## src/rtl/gsim_seq.sv

```systemverilog
// gsim_seq: schedule sequencer for the Gauss-Seidel MAC datapath.
// Drives load, seed, MAC and write-back strobes; streams results out.
module gsim_seq #(
    parameter int N       = 16,
    parameter int BAND    = 3,
    parameter int ITER    = 120,
    parameter int MAC_LAT = 2
) (
    input  logic       clk,
    input  logic       reset,
    input  logic       in_en,
    input  logic       out_ready,
    output logic       load_we,
    output logic [3:0] load_addr,
    output logic       init_we,
    output logic       mac_clr,
    output logic       mac_en,
    output logic       wb_en,
    output logic [3:0] row,
    output logic [3:0] col,
    output logic [3:0] rd_addr,
    output logic       out_valid,
    output logic       busy,
    output logic       done
);

    localparam logic [2:0] IDLE  = 3'd0;
    localparam logic [2:0] LOAD  = 3'd1;
    localparam logic [2:0] INIT  = 3'd2;
    localparam logic [2:0] ROW   = 3'd3;
    localparam logic [2:0] DRAIN = 3'd4;
    localparam logic [2:0] WB    = 3'd5;
    localparam logic [2:0] OUT   = 3'd6;

    localparam logic [3:0] B4   = 4'(BAND);
    localparam logic [3:0] L4   = 4'(N - 1);
    localparam logic [2:0] DEND = 3'(MAC_LAT - 1);
    localparam logic [7:0] IEND = 8'(ITER - 1);

    logic [2:0] state;
    logic [3:0] cnt;
    logic [3:0] rrow;
    logic [3:0] ccol;
    logic       first;
    logic [2:0] dcnt;
    logic [7:0] iter;

    // First in-band column of a row, stepping over the diagonal.
    function automatic logic [3:0] col_lo(input logic [3:0] r);
        logic [3:0] v;
        v = (r > B4) ? r - B4 : 4'd0;
        if (v == r) v = v + 4'd1;
        return v;
    endfunction

    // Last in-band column of a row, stepping back over the diagonal.
    function automatic logic [3:0] col_hi(input logic [3:0] r);
        logic [4:0] s;
        logic [3:0] v;
        s = {1'b0, r} + {1'b0, B4};
        v = (s > {1'b0, L4}) ? L4 : s[3:0];
        if (v == r) v = v - 4'd1;
        return v;
    endfunction

    // Column after c within row r, skipping the diagonal.
    function automatic logic [3:0] col_nx(input logic [3:0] c,
                                          input logic [3:0] r);
        logic [3:0] v;
        v = c + 4'd1;
        if (v == r) v = v + 4'd1;
        return v;
    endfunction

    // Phase sequencer: each edge registers the strobes for the next cycle.
    always_ff @(posedge clk or negedge reset) begin
        if (!reset) begin
            state     <= IDLE;
            cnt       <= '0;
            rrow      <= '0;
            ccol      <= '0;
            first     <= 1'b0;
            dcnt      <= '0;
            iter      <= '0;
            load_we   <= 1'b0;
            load_addr <= '0;
            init_we   <= 1'b0;
            mac_clr   <= 1'b0;
            mac_en    <= 1'b0;
            wb_en     <= 1'b0;
            row       <= '0;
            col       <= '0;
            rd_addr   <= '0;
            out_valid <= 1'b0;
            busy      <= 1'b0;
            done      <= 1'b0;
        end else begin
            load_we <= 1'b0;
            init_we <= 1'b0;
            mac_clr <= 1'b0;
            mac_en  <= 1'b0;
            wb_en   <= 1'b0;
            done    <= 1'b0;
            case (state)
                IDLE: begin
                    if (in_en) begin
                        load_we   <= 1'b1;
                        load_addr <= '0;
                        cnt       <= 4'd1;
                        busy      <= 1'b1;
                        state     <= LOAD;
                    end
                end
                LOAD: begin
                    if (in_en) begin
                        load_we   <= 1'b1;
                        load_addr <= cnt;
                        if (cnt == L4) begin
                            rrow  <= '0;
                            state <= INIT;
                        end else begin
                            cnt <= cnt + 4'd1;
                        end
                    end
                end
                INIT: begin
                    init_we <= 1'b1;
                    row     <= rrow;
                    if (rrow == L4) begin
                        rrow  <= '0;
                        iter  <= '0;
                        ccol  <= col_lo(4'd0);
                        first <= 1'b1;
                        state <= ROW;
                    end else begin
                        rrow <= rrow + 4'd1;
                    end
                end
                ROW: begin
                    mac_en  <= 1'b1;
                    mac_clr <= first;
                    first   <= 1'b0;
                    row     <= rrow;
                    col     <= ccol;
                    if (ccol == col_hi(rrow)) begin
                        dcnt  <= '0;
                        state <= DRAIN;
                    end else begin
                        ccol <= col_nx(ccol, rrow);
                    end
                end
                DRAIN: begin
                    if (dcnt == DEND) state <= WB;
                    else dcnt <= dcnt + 3'd1;
                end
                WB: begin
                    wb_en <= 1'b1;
                    row   <= rrow;
                    first <= 1'b1;
                    if (rrow == L4) begin
                        rrow <= '0;
                        ccol <= col_lo(4'd0);
                        if (iter == IEND) begin
                            state <= OUT;
                        end else begin
                            iter  <= iter + 8'd1;
                            state <= ROW;
                        end
                    end else begin
                        rrow  <= rrow + 4'd1;
                        ccol  <= col_lo(rrow + 4'd1);
                        state <= ROW;
                    end
                end
                OUT: begin
                    if (!out_valid) begin
                        out_valid <= 1'b1;
                        rd_addr   <= '0;
                    end else if (out_ready) begin
                        if (rd_addr == L4) begin
                            out_valid <= 1'b0;
                            rd_addr   <= '0;
                            done      <= 1'b1;
                            busy      <= 1'b0;
                            state     <= IDLE;
                        end else begin
                            rd_addr <= rd_addr + 4'd1;
                        end
                    end
                end
                default: state <= IDLE;
            endcase
        end
    end

endmodule
```

## config.mk

```make
export PLATFORM = sky130hd
export DESIGN_NAME = gsim_seq
export DESIGN_NICKNAME = d
export VERILOG_FILES = /design/src/rtl/gsim_seq.sv
export SDC_FILE = /design/constraint.sdc
export NUM_CORES = 1
export LEC_CHECK = 0
export ABC_CLOCK_PERIOD_IN_PS = 4250
export CAP_MARGIN = 10
export CORE_MARGIN = 4
export CORE_UTILIZATION = 43
export CTS_CLUSTER_DIAMETER = 30
export CTS_CLUSTER_SIZE = 28
export DETAILED_ROUTE_END_ITERATION = 16
export GPL_TIMING_DRIVEN = 1
export PLACE_DENSITY = 0.74
export SLEW_MARGIN = 20
export SYNTH_ARGS = -nofsm -noshare
export SYNTH_HDL_FRONTEND = slang
export SYNTH_SLANG_ARGS = --single-unit
```

## constraint.sdc

```tcl
create_clock -name clk -period 4.25 [get_ports clk]
set_input_delay 0.6375 -clock clk [delete_from_list [all_inputs] [get_ports clk]]
set_output_delay 0.6375 -clock clk [all_outputs]
set_load 0.1 [all_outputs]
```

==> impl_metrics.ini <==
[routing]
drt-initial-drc-count = 136
drc = 0
antenna_left = 0
routed_wl_mm = 6.55
wl_per_cell_um = 14.3
routed-via-count = 2551
drt-pass1-iter-count = 4
avgViaCountPerCell = 5.56

[die]
dieArea_um2 = 8750
start_util_pct = 45.3
rows = 30
ioPinCount = 28
die_h_um = 93.6
core_um2 = 6940
die_x_um = 93.6

[pwr]
powerDensity_nw_per_um2 = 237
leakage_uw = 0.00153
irDropWorstVdd_mv = 0.186

[clocking]
postCtsHoldBufs = 0
cts-root-buf = clkbuf_8
cts_tree = done
cts_resized = 0
clock_sinks = 51
postCtsSetupBuffers = 0
h-tree-depth = 2
clockBufferDepth = 2
clk_latency_ps = 300
numCtsBuffers = 5
path_clk_slew_ps = 90

[finish]
ff_latch_area_um2 = 1280
layout_common_cells = 51 x dfrtp_1, 33 x o21ai_0, 32 x nand2_1
n_antenna_cell = 0
mostFrequentLayoutCell = dfrtp_1
nNetsFinal = 379
area_growth_pct = 13.2
multi_input_area_um2 = 1720
layout-drive-gt1-share_pct = 7.99
nFillCells = 632

[global_route]
grt_pass1_vias = 2414
antenna_found_initial = 0
grt_pass1_wl_mm = 11.4
grt_max_degree = 52
grt_util_all_layers_pct = 16.1
gr-total-overflow = 0

[synth]
ys_types = 64
syn-instance-count = 344
synth.avg_cell_area_um2 = 9.15
yosys_warnings = 0
synth_nets = 361
synthArstFlopShare_pct = 100
synth-edff-count = 0
ys.flop_type = dfrtp_1
synth-seq-cells = 51
ys_seq_area_share_pct = 40.5
synth.cell_area_um2 = 3150

[sta]
max_freq_mhz = 280
relSlewSlack_pct = 34.6
period_needed_ps = 3570
drv_slew = 0
fin_crit_sh_pct = 84.1
worstMarginPinSlew_ps = 978
setup_viol_count_final = 0
skew_ps = 7.66
fin_setup_tns_ps = 0
rsz0062_at_grt = false
hold-worst-slack_ps = 432
hold_viol_final = 0

[min_path]
min_path_type = in -> async

[setup_path]
required_ps = 4440
cp-start-kind = flip-flop
r2r_setup_slack_ps = 680
critPathKind = reg -> reg
critPathArrivalTime_ps = 3760
end_kind = flip-flop
cp_max_fo = 20

[run]
cap_violations = 0

[status]
status = finished clean

[placement]
gp_congestion = 0.916
hpwl_mm = 4.67
numPortBuffers = 27
-- path summary, 6_finish.rpt --
check / start / end / cells after the start
worst max-delay path: rrow[0] / ccol[3] / 11
worst min-delay path: reset / rd_addr[1] / 2
worst max register to register: rrow[0] / ccol[3] / 11
worst min register to register: col[3] / col[3] / 2
max in group asynchronous: reset / init_we / 2
min in group clk: col[3] / col[3] / 2
-- synthesized netlist by cell type, drive strengths merged (2+ instances only) --
cell	instances	area, µm²
o221ai	2	17.5
and3	13	81.3
mux2	9	113
or3b	2	17.5
a31oi	5	31.3
nand2	34	138
and2	6	37.5
o21bai	2	15.0
nor2b	7	43.8
o41ai	3	26.3
a21oi	11	55.1
nand3	17	85.1
xor2	5	43.8
nor2	28	105
clkbuf	5	18.8
buf	12	75.1
nand4	6	37.5
o31ai	5	51.3
mux2i	2	20.0
o21ai	35	175
o21a	2	15.0
xnor2	4	35.0
a22o	8	70.1
ha	13	163
nand2b	6	37.5
dfrtp	51	1280
nand3b	3	26.3
o22ai	2	18.8
nor3	6	30.0
inv	14	52.6
or2	2	12.5
-- critical path, stage by stage, from the launching register on --
cell	delay (ps)
dfrtp_1	710
inv_1	260
ha_1	350
nand3b_2	290
and2_1	220
ha_1	290
nand3_1	90
mux2i_1	180
o211ai_1	170
o31ai_4	470
nand2_4	120
mux2_4	320
-- cells by family (layout without fill, tap and decap cells) --
family          Yosys count  after routing  synth area share (%)
simple gates            137            137                  22.7
buf+inv                  32             51                  4.77
compound gates           90             90                  19.4
xor+xnor                 10             10                  3.22
flops                    51             51                  40.5
mux                      11             11                  4.21
fa+ha+maj                13             13                  5.17
-- state kept, by name, indices dropped and copies added (netlist names), 3 cells and up --
name and cells:
rd_addr 4, col 4, iter 8, ccol 4, state 3, dcnt 3
rrow 4, cnt 4, load_addr 4, row 4
-- final cells by class --
class                      instances  area share (%)
inverter                          15            1.58
multi-input combinational        261            48.3
sequential                        51            35.8
timing repair buffer              28            7.65
clock inverter                     2           0.983
clock buffer                       6            2.32
tap                               96            3.37
-- layer usage --
metal  track usage (%)  vias to the layer above  wire length, µm
met4              6.38                        0              144
li1                  -                     1273                -
met3              3.22                       14              277
met1              21.7                     1200             3000
met2              25.3                       64             3130
met5                 0                        -                0
-- metrics by stage --
step           std cells  setup slack (ps)  power (µW)  util (%)  area, µm²
2_1_floorplan        344              1240         495         -       3150
3_3_place_gp         451               934         509      49.6       3450
3_5_place_dp         451               718         509      49.6       3450
4_1_cts              459               687         860      51.3       3560
5_1_grt              459               401         886      51.3       3560
6_report             459               677         845      51.3       3560
-- power breakdown --
group	total, µW	internal, µW	switching [µW]
combinational	13.8	2.85	10.9
clock	346	191	156
sequential	485	485	0
total	845	678	167
Note: power is estimated with default switching activity, not from simulation.
